### src/rtl/div_pkg.sv
// Shared types and constants for the repeated-subtraction divider.
package div_pkg;

  localparam int W_DEFAULT = 16;

  typedef enum logic [2:0] {
    IDLE,
    LOAD_A,
    LOAD_B,
    CALC,
    DONE
  } state_t;

endpackage

### src/rtl/div_datapath.sv
// Divider datapath: remainder, divisor and quotient registers plus the
// subtractor and the status signals the controller steers on.
module div_datapath #(
  parameter int W = 16
) (
  input  logic         clk,
  input  logic         rst_n,
  input  logic [W-1:0] data_in,
  input  logic         ld_r,
  input  logic         ld_d,
  input  logic         clr_q,
  input  logic         sub,
  output logic         ge,
  output logic         dz,
  output logic [W-1:0] q_val,
  output logic [W-1:0] r_val
);

  logic [W-1:0] r_reg;
  logic [W-1:0] d_reg;
  logic [W-1:0] q_reg;

  // R holds the dividend first and then shrinks by D on each accepted step.
  always_ff @(posedge clk or negedge rst_n) begin
    if (!rst_n) begin
      r_reg <= '0;
      d_reg <= '0;
      q_reg <= '0;
    end else begin
      if (ld_r) begin
        r_reg <= data_in;
      end else if (sub) begin
        r_reg <= r_reg - d_reg;
      end
      if (ld_d) begin
        d_reg <= data_in;
      end
      if (clr_q) begin
        q_reg <= '0;
      end else if (sub) begin
        q_reg <= q_reg + 1'b1;
      end
    end
  end

  assign ge    = (r_reg >= d_reg);
  assign dz    = (d_reg == '0);
  assign q_val = q_reg;
  assign r_val = r_reg;

endmodule

### src/rtl/div_seq_sub.sv
// Sequential unsigned divider: controller FSM driving div_datapath, one
// subtraction per CALC cycle, with a divide-by-zero flag.
module div_seq_sub
  import div_pkg::*;
#(
  parameter int W = W_DEFAULT
) (
  input  logic         clk,
  input  logic         rst_n,
  input  logic         start,
  input  logic [W-1:0] data_in,
  output logic [W-1:0] quotient,
  output logic [W-1:0] remainder,
  output logic         div_by_zero,
  output logic         busy,
  output logic         done
);

  state_t state;
  state_t next_state;

  logic ld_r;
  logic ld_d;
  logic clr_q;
  logic sub;
  logic set_dz;
  logic ge;
  logic dz;
  logic dz_flag;

  div_datapath #(.W(W)) u_datapath (
    .clk     (clk),
    .rst_n   (rst_n),
    .data_in (data_in),
    .ld_r    (ld_r),
    .ld_d    (ld_d),
    .clr_q   (clr_q),
    .sub     (sub),
    .ge      (ge),
    .dz      (dz),
    .q_val   (quotient),
    .r_val   (remainder)
  );

  always_ff @(posedge clk or negedge rst_n) begin
    if (!rst_n) begin
      state   <= IDLE;
      dz_flag <= 1'b0;
    end else begin
      state <= next_state;
      if (clr_q) begin
        dz_flag <= 1'b0;
      end else if (set_dz) begin
        dz_flag <= 1'b1;
      end
    end
  end

  // DONE waits for start to fall so a held request yields a single operation.
  always_comb begin
    next_state = state;
    ld_r       = 1'b0;
    ld_d       = 1'b0;
    clr_q      = 1'b0;
    sub        = 1'b0;
    set_dz     = 1'b0;
    case (state)
      IDLE: begin
        if (start) next_state = LOAD_A;
      end
      LOAD_A: begin
        ld_r       = 1'b1;
        next_state = LOAD_B;
      end
      LOAD_B: begin
        ld_d       = 1'b1;
        clr_q      = 1'b1;
        next_state = CALC;
      end
      CALC: begin
        if (dz) begin
          set_dz     = 1'b1;
          next_state = DONE;
        end else if (ge) begin
          sub = 1'b1;
        end else begin
          next_state = DONE;
        end
      end
      DONE: begin
        if (!start) next_state = IDLE;
      end
      default: next_state = IDLE;
    endcase
  end

  assign busy        = (state == LOAD_A) || (state == LOAD_B) || (state == CALC);
  assign done        = (state == DONE);
  assign div_by_zero = dz_flag;

endmodule

### config.mk
export PLATFORM = sky130hd
export DESIGN_NAME = div_seq_sub
export DESIGN_NICKNAME = d
export VERILOG_FILES = /design/src/rtl/div_pkg.sv /design/src/rtl/div_datapath.sv /design/src/rtl/div_seq_sub.sv
export SDC_FILE = /design/constraint.sdc
export NUM_CORES = 1
export LEC_CHECK = 0
export ABC_CLOCK_PERIOD_IN_PS = 4000
export CAP_MARGIN = 20
export CORE_MARGIN = 1.5
export CORE_UTILIZATION = 57
export DETAILED_ROUTE_END_ITERATION = 8
export GPL_TIMING_DRIVEN = 0
export PLACE_DENSITY = 0.81
export SYNTH_ARGS = -nofsm -noshare
export SYNTH_HDL_FRONTEND = slang
export SYNTH_SLANG_ARGS = --single-unit
### constraint.sdc
create_clock -name clk -period 4 [get_ports clk]
set_input_delay 0.4 -clock clk [delete_from_list [all_inputs] [get_ports clk]]
set_output_delay 0.4 -clock clk [all_outputs]
set_load 0.03 [all_outputs]
---- Word level (Yosys, flattened, before mapping) ----
Index checks and enable logic that the tools add are counted.
storage, ports and cells
  flip-flop bits (word level) ............. 52
  bits in latches ......................... 0
  bits in writable memories ............... 0
  bits in read-only memories .............. 0
  input port bits ......................... 19
  output and inout bits ................... 35
  logic and storage cells ................. 41
  memories kept ........................... 0
operators by class
  add/subtract/negate cells ............... 2
  multiply operators ...................... 0
  divide/modulo/power cells ............... 0
  magnitude comparators ................... 1
  equal/unequal tests ..................... 7
  shifts and indexed selects .............. 0
  multiplexer cells ....................... 18
  bitwise logic cells ..................... 0
  reduce and logical (&&, ||, !) cells .... 8
operators by type and width
  kind                     count
  $mux W16                 4
  $add A16 B1 Y16 const B  1
  $ge A16 B16 Y1           1
  $logic_not A16 Y1        1
  $sub A16 B16 Y16         1
  $pmux W3 S5              1
  $mux W3                  4
  $mux W1                  9
  $eq A3 B2 Y1 const B     2
  $reduce_bool A2 Y1       3
  $ne A2 B2 Y1 const B     2
  $eq A3 B1 Y1 const B     1
  $eq A3 B3 Y1 const B     1
  $logic_not A3 Y1         1
  $ne A3 B3 Y1 const B     1
  $reduce_and A3 Y1        1
  $logic_or A1 B1 Y1       2

---- Longest topological paths before layout ----
Gate-level depths: netlist of run 1.
  depth after elaboration ................. 6
  depth in mapped cells ................... 12

---- Modules after synthesis ----
A second synthesis of run 1 with hierarchy kept.
unflattened totals
  cells, all modules ...................... 334
  area, all modules ....................... 3085.5 um^2
modules (own cells, without submodules)
  module        times used  cells each  area each (um^2)  sequential area each (um^2)
  div_datapath  1           312         2860.2            1201.2
  div_seq_sub   1           22          225.2             100.1

---- Worst setup path after synthesis of run 1 ----
No wires, ideal clock.
  path type ............................... register to register
  start point ............................. register u_datapath.r_reg[0] (netlist: u_datapath.r_val[0])
  end point ............................... register u_datapath.q_reg[6] (netlist: u_datapath.q_val[6])
  setup time .............................. 0.140 ns
  data arrival time ....................... 2.616 ns
  required time ........................... 3.860 ns
  path slack .............................. 1.244 ns
  cell stages (with the launch flop) ...... 13
  buffers on the path ..................... 2
  clock period less this slack ............ 2.756 ns
  path through ............................ dfrtp_1 > inv_1 > ha_1 > fa_1 > and2b_1 > o22ai_1 > a31oi_1 > o2111a_2 > nor2_2 > buf_6 > buf_2 > o311ai_0 > o41ai_1
on the way
  cells in the longest elaborated chain, start to end .. 5
RTL lines
  what                                 line                RTL
  from (decl)                          div_datapath.sv:19  logic [W-1:0] r_reg;
  from (signal assigned)               div_datapath.sv:31  r_reg <= data_in;
  from (signal assigned)               div_datapath.sv:33  r_reg <= r_reg - d_reg;
  $ge A16 B16 Y1                       div_datapath.sv:46  assign ge = (r_reg >= d_reg);
  $mux W1                              div_seq_sub.sv:84   end else if (ge) begin
  $mux W1                              div_seq_sub.sv:81   if (dz) begin
  $mux W1                              div_seq_sub.sv:67   case (state)
  $reduce_bool A2 Y1 (no source line)  n/a
  to (signal assigned)                 div_datapath.sv:41  q_reg <= q_reg + 1'b1;
  to (decl)                            div_datapath.sv:21  logic [W-1:0] q_reg;
No other way between the ends.
A chain may end at the register's enable or synchronous reset.

---- Worst setup path after layout of run 1 ----
Ends and elaborated chain as after synthesis.

==> results by group, run 1 <==
Outcome
  • Status: finished clean

Cells and area
  • Layout cell share with drive strength beyond 1: 5.679%
  • Most frequent cells in the layout: dfrtp_1 (52), clkdlybuf4s50_1 (52), nand2_1 (41), o21ai_0 (28), a21oi_1 (23)
  • Ant diodes: 0
  • Fin util: 74.31%
  • Area grow syn2layout: 24.07%
  • Nets: 441
  • Layout fillers: 405
  • Post-Layout Cell Count: 475

Clock tree
  • CTS hold repair buffers: 0
  • Number of post-CTS setup repair buffers: 0
  • Clock sink count: 52
  • Clk Latency, worst-skew pair: 0.31 ns
  • CTS tree: done
  • Clk slew on worst S/H paths: 0.10 ns
  • Post-CTS sizing: 0
  • Clock Root Buffer: clkbuf_8
  • TritonCTS buffer count: 5
  • H-Tree Depth: 2
  • Max clock buf depth: 2

Floorplan
  • Starting Density: 59.89%
  • Die area: 5886 sq um
  • Die width: 76.72 um
  • Placement Rows: 26
  • Core area: 5172 sq um
  • I/O pin cnt: 54
  • Die Y: 76.72 um

Synth
  • Yosys cell types: 51
  • Synth area leader: dfrtp_1
  • Synth Warn #: 0
  • EDFF count, synth: 0
  • Top-area cell type share of the netlist area: 42.00%
  • Cell count after synthesis: 342
  • Share of the yosys chip area belonging to registers: 42.00%
  • Area contributors post-synth: dfrtp_1 (42%), ha_1 (6.9%), nand2_1 (5.0%)
  • Flops & latches, synth: 52
  • Syn nets: 379
  • Syn_area_per_cell: 9.058 sq um
  • Area of the mapped netlist: 3098 sq um
  • Most used DFF post-synth: dfrtp_1
  • FFs w/ async S/R, synth: 100.0%

Routing
  • Pre-Repair DR Iteration Count: 5
  • Routed wire length: 8067 um
  • Total number of vias: 2,893
  • Number of DRC markers in iteration 0: 278
  • Remaining antenna violation count after routing: 0
  • WL/cell: 16.98 um
  • # DRC: 0
  • Via density: 6.091

Placement
  • RD Place Congestion: 0.9332
  • IO buf count: 53
  • Placed Cells: 467
  • DP Wirelength: 5935 um

Setup path
  • Crit-path cells: inv_1 -> ha_1 -> fa_1 -> and2b_1 -> o22ai_1 -> a31oi_1 -> o2111a_2 -> nor2_2 -> buf_6 -> buf_2 -> o311ai_0 -> o41ai_1
  • Setup Crit Path Kind: reg2reg
  • Largest delay share family, worst path: compound AO/OA/AOI/OAI gates
  • Worst path slowest cell: dfrtp_1
  • Reg-to-Reg Start: u_datapath.r_val[0]
  • Worst Reg2Reg Path Length in Cells: 12
  • Type of origin of the critical path: flip-flop
  • CP peak stage delay: 0.40 ns
  • Required time of the critical path: 4.18 ns
  • RR Endpoint: u_datapath.q_val[6]
  • Reg2Reg Setup Slack: 1.02 ns
  • CP arrival: 3.17 ns
  • Crit end category: flip-flop
  • WP buf/inv: 3
  • Worst-path maximum fanout: 10

Min path
  • Hold Path Class: in2async

Pwr
  • Power consumption: 3.570 mW
  • Static Leak: 1.649 nW
  • Pwr Density: 928.9 nW/um^2
  • Worst VDD drop: 576.3 uV

Timing
  • Hold slack: 0.03396 ns
  • Setup TNS: 0 ns
  • Final hold violations: 0
  • Fmax: 335.1 MHz
  • Crit path time final: 2.984 ns
  • RSZ-0062 raised after global routing: false
  • Slew headroom: 55.54%
  • Worst-Margin Slew: 0.6670 ns
  • Final period util: 74.61%
  • Fin. max-slew vios: 0
  • Setup Viol. Count Final: 0
  • Clock Skew: 0.009885 ns

Global route
  • Total GRT Usage: 28.24%
  • Vias in the first global route: 2,761
  • Grt ovf: 0
  • Initial antenna violation count: 0
  • Largest net degree at the start of global routing: 34
  • First-pass GRT wire length: 13,170 um

Flow run
  • Max-cap violations: 0
[worst max path at each step]
stage | start | endpoint | slack, ns | cells past startpoint
after floorplan | u_datapath.r_val[0] | u_datapath.q_val[6] | 1.24 | 12
after global placement | rst_n | u_datapath.d_reg[8] | 0.99 | 1
after detailed placement | u_datapath.r_val[0] | u_datapath.q_val[6] | 1.06 | 12
after CTS | u_datapath.r_val[0] | u_datapath.q_val[6] | 1.05 | 12
after global routing | u_datapath.r_val[0] | u_datapath.q_val[6] | 0.82 | 12
final | u_datapath.r_val[0] | u_datapath.q_val[6] | 1.02 | 12
[cell families after synthesis]
kind of cell	count (synthesis)	synth area share [%]
simple gates	120	19.23
compound gates	103	22.54
flops	52	42.00
buf+inv	35	4.685
fa+ha+maj	18	7.512
xor+xnor	12	3.393
mux	2	0.6462
[cell usage after synthesis (3+ instances only)]
cell	instances
dfrtp_1	52
nand2_1	41
o21ai_0	28
a21oi_1	23
inv_1	21
nor2_1	21
ha_1	17
a221o_1	12
o31ai_1	10
nand3_1	9
clkbuf_1	8
or4_1	8
xnor2_1	7
and3_1	6
nor4_1	6
buf_2	5
nand4_1	5
nor3_1	5
xor2_1	5
a21o_1	4
a22oi_1	4
and2_1	3
nand2b_1	3
nor2b_1	3
[layer usage]
metal | GRT usage, % | share of wire, % | vias to the layer above | routed length (um)
met5 | 0 | 0 | - | 0
met3 | 4.286 | 3.9 | 9 | 316
met4 | 7.778 | 0.89 | 0 | 72
met2 | 46.55 | 48 | 88 | 3900
met1 | 38.80 | 47 | 1412 | 3777
li1 | - | - | 1384 | -
[through the flow]
step / setup slack (ns) / cell area (sq um)
after floorplan: 1.244 / 3098
after global placement: 0.9930 / 3716
after detailed placement: 1.055 / 3736
after CTS: 1.051 / 3844
after global routing: 0.8232 / 3844
final: 1.016 / 3844
[final cells by class]
| cell class | instances | area, sq um | area share [%] |
|---|---|---|---|
| multi-input combinational | 255 | 1652 | 42.97 |
| tap | 70 | 87.58 | 2.279 |
| clock buffer | 6 | 72.57 | 1.888 |
| buffer | 14 | 66.31 | 1.725 |
| clock inverter | 2 | 35.03 | 0.9115 |
| sequential | 52 | 1301 | 33.85 |
| inverter | 21 | 78.83 | 2.051 |
| timing repair buffer | 55 | 550.5 | 14.32 |
[power breakdown]
group	internal, mW	total (mW)	leakage (nW)	switching, mW
combinational	0.950	2.33	0.925	1.38
sequential	0.714	0.878	0.669	0.164
clock	0.186	0.361	0.0552	0.175
total	1.85	3.57	1.65	1.72
(Power assumes the default switching activity.)
==> run 2: changes to the inputs <==
--- a/config.mk
+++ b/config.mk
@@ -5,13 +5,13 @@
 export SDC_FILE = /design/constraint.sdc
 export NUM_CORES = 1
 export LEC_CHECK = 0
-export ABC_CLOCK_PERIOD_IN_PS = 4000
+export ABC_CLOCK_PERIOD_IN_PS = 3000
 export CAP_MARGIN = 20
 export CORE_MARGIN = 1.5
-export CORE_UTILIZATION = 57
+export CORE_UTILIZATION = 53
 export DETAILED_ROUTE_END_ITERATION = 8
 export GPL_TIMING_DRIVEN = 0
-export PLACE_DENSITY = 0.81
+export PLACE_DENSITY = 0.76
 export SYNTH_ARGS = -nofsm -noshare
 export SYNTH_HDL_FRONTEND = slang
 export SYNTH_SLANG_ARGS = --single-unit
==> constraint.sdc (replaced) <==
create_clock -name clk -period 3 [get_ports clk]
set_input_delay 0.3 -clock clk [delete_from_list [all_inputs] [get_ports clk]]
set_output_delay 0.3 -clock clk [all_outputs]
set_load 0.03 [all_outputs]
==> run 2 against run 1 <==
Flip-flop and latch count stayed put. Clock skew is 0.0045 ns lower. Die area is 7.3% higher. Clock power is 33% higher. Non-clock buffer count stayed put. Hold slack better by 0.47 ns. Largest power group unchanged. First-iteration DRC count is 25% lower. Largest cell class unchanged. Critical path type unchanged. Count of clock-buffer cells in the layout stayed put. Power is 32% higher. Routed wire length is 0.77% lower. Sequential share of layout area is 0.11 points lower. Register-to-register slack worse by 0.87 ns.
==> results by group, run 2 (same netlist as run 1, synthesis figures left out) <==
Global route
  • Vias in the first global route: 2,721 (-1.4%)
  • Initial antenna violation count: 0 (unchanged)
  • Total GRT Usage: 27.32% (-0.92 points)
  • Grt ovf: 0 (unchanged)
  • First-pass GRT wire length: 13,340 um (+1.3%)
  • Largest net degree at the start of global routing: 30 (-12%)

Clock tree
  • TritonCTS buffer count: 5 (unchanged)
  • H-Tree Depth: 2 (unchanged)
  • Number of post-CTS setup repair buffers: 0 (unchanged)
  • Max clock buf depth: 2 (unchanged)
  • Clk slew on worst S/H paths: 0.09 ns (about the same)
  • Clock sink count: 52 (unchanged)
  • CTS tree: done
  • Clk Latency, worst-skew pair: 0.31 ns (about the same)
  • Clock Root Buffer: clkbuf_8

Pwr
  • Int Pwr: 2.466 mW (+33%)
  • Clock power frac: 10.2% (about the same)
  • Switching fraction of total power: 47.73% (-0.45 points)
  • Worst VDD drop: 638.6 uV (+11%)
  • Combinational power share: 65.4% (about the same)
  • Pwr Density: 1223 nW/um^2 (+32%)
  • Sequential share of power: 24.4% (-0.2 points)
  • Power consumption: 4.717 mW (+32%)
  • Static Leak: 1.648 nW (about the same)
  • Switching power: 2.252 mW (+31%)

Routing
  • Wl on met1: 3671 um (-2.8%)
  • Routed wire length: 8005 um (-0.77%)
  • Highest Signal Layer: met4
  • # DRC: 0 (unchanged)
  • Pre-Repair DR Iteration Count: 4 (-1)
  • Remaining antenna violation count after routing: 0 (unchanged)
  • Total number of vias: 2,864 (-1.0%)
  • WL met3: 392 um (+24%)
  • DR WL met2: 3827 um (-1.9%)
  • Number of DRC markers in iteration 0: 209 (-25%)
  • Via density: 6.004 (-1.4%)
  • WL/cell: 16.78 um (-1.2%)

Cells and area
  • Ant diodes: 0 (unchanged)
  • Layout cell share with drive strength beyond 1: 5.679% (unchanged)
  • Nets: 441 (unchanged)
  • Area grow syn2layout: 24.48%
  • Fin util: 69.18% (-5.1 points)
  • Most frequent cells in the layout: dfrtp_1 (52), clkdlybuf4s50_1 (52), nand2_1 (41), o21ai_0 (28), a21oi_1 (23)
  • Post-Layout Cell Count: 477 (+0.42%)

Timing
  • Worst-Margin Slew: 1.119 ns (+0.4517 ns)
  • Final hold violations: 0 (unchanged)
  • RSZ-0062 raised after global routing: true
  • Slew headroom: 25.26% (-30 points)
  • Fin. max-slew vios: 0 (unchanged)
  • Crit path time final: 2.857 ns (-0.1273 ns)
  • Final period util: 95.24% (+21 points)
  • Fmax: 350.0 MHz (+4.5%)
  • Clock Skew: 0.005359 ns (-0.004526 ns)
  • Setup Viol. Count Final: 0 (unchanged)

Floorplan
  • I/O pin cnt: 54 (unchanged)
  • Die area: 6313 sq um (+7.3%)
  • Die Y: 79.46 um (+3.6%)
  • Die width: 79.46 um (+3.6%)
  • Starting Density: 55.58% (-4.3 points)
  • Core area: 5574 sq um (+7.8%)
  • Placement Rows: 27 (+3.8%)

Setup path
  • Worst Reg2Reg Path Length in Cells: 12 (unchanged)
  • Reg2Reg Setup Slack: 0.14 ns (-0.87 ns)
  • Crit end category: flip-flop
  • CP arrival: 3.04 ns (-0.13 ns)
  • WP buf/inv: 3 (unchanged)
  • Worst-path maximum fanout: 10 (unchanged)
  • Setup Crit Path Kind: reg2reg
  • Largest delay share family, worst path: compound AO/OA/AOI/OAI gates
  • Type of origin of the critical path: flip-flop
  • Required time of the critical path: 3.18 ns (-1.00 ns)
  • CP peak stage delay: 0.39 ns (about the same)
  • Reg-to-Reg Start: u_datapath.r_val[0]
  • RR Endpoint: u_datapath.q_val[6]
  • Worst path slowest cell: dfrtp_1
  • Crit-path cells: inv_1 -> ha_1 -> fa_1 -> and2b_1 -> o22ai_1 -> a31oi_1 -> o2111a_2 -> nor2_2 -> buf_6 -> buf_2 -> o311ai_1 -> o41ai_1

Placement
  • DP Wirelength: 6081 um (+2.5%)
  • RD Place Congestion: 0.8538 (-8.5%)
  • Placed Cells: 468 (+0.21%)
  • IO buf count: 53 (unchanged)

Min path
  • Hold Path Class: in2async

Outcome
  • Status: finished clean

Flow run
  • Max-cap violations: 0 (unchanged)
run 2: cell count changes in the layout (fill, tap and decap cells not counted), sizes merged:
cell and change:
buf -1, dlygate4sd3 +1
run 2: what timing repair did:
item,in CTS,in global routing
resized for setup,0,2
hold buffers,1,0
setup endpoints to repair,0,11
endpoints found under the hold margin,21,0
run 2: worst max-delay path by stage:
stage                        start  depth (start not counted)  slack (ns)                  end
2_1_floorplan  u_datapath.r_val[0]                         12        0.24  u_datapath.q_val[6]
3_3_place_gp                 rst_n                          1        0.09  u_datapath.d_reg[4]
3_5_place_dp   u_datapath.r_val[0]                         12        0.09  u_datapath.q_val[6]
4_1_cts        u_datapath.r_val[0]                         12        0.08  u_datapath.q_val[6]
5_1_grt        u_datapath.r_val[0]                         12       -0.08  u_datapath.q_val[6]
6_report       u_datapath.r_val[0]                         12        0.14  u_datapath.q_val[6]
run 2: power groups by stage:
stage / clock network (mW) / registers (mW) / logic, mW
2_1_floorplan: 0 / 1.34 / 2.02
3_3_place_gp: 0 / 1.16 / 2.98
3_5_place_dp: 0 / 1.16 / 3.05
4_1_cts: 0.485 / 1.15 / 3.07
5_1_grt: 0.519 / 1.18 / 3.42
6_report: 0.480 / 1.15 / 3.08
run 2: stage by stage:
step,TNS (ns),instance area [sq um],hold WS (ns),setup WS (ns)
final,0,3856,0.5024,0.1428
after global routing,-0.2391,3856,0.5498,-0.07824
after CTS,0,3851,0.5312,0.08294
after detailed placement,0,3734,0.3205,0.09143
after global placement,0,3719,0.5063,0.09400
after floorplan,0,3098,0.004409,0.2442
run 2: final cells by class:
type / count / area (sq um)
Buffer: 14 / 66.31
Clock buffer: 6 / 72.57
Clock inverter: 2 / 35.03
Fill cell: 477 / 1718
Inverter: 21 / 78.83
Multi-Input combinational cell: 255 / 1657
Sequential cell: 52 / 1301
Tap cell: 72 / 90.09
Timing Repair Buffer: 55 / 555.5
run 2: worst register-to-register path: stages, from the launching register on:
cell,delay [ns]
dfrtp_1,0.39
inv_1,0.06
ha_1,0.22
fa_1,0.38
and2b_1,0.25
o22ai_1,0.11
a31oi_1,0.20
o2111a_2,0.27
nor2_2,0.08
buf_6,0.15
buf_2,0.21
o311ai_1,0.32
o41ai_1,0.12
run 2: per-layer routing:
layer  vias up  global-route usage, %
li1       1383                      -
met1      1402                  38.67
met2        69                  43.64
met3        10                  3.657
met4         0                  7.895
met5         -                      0
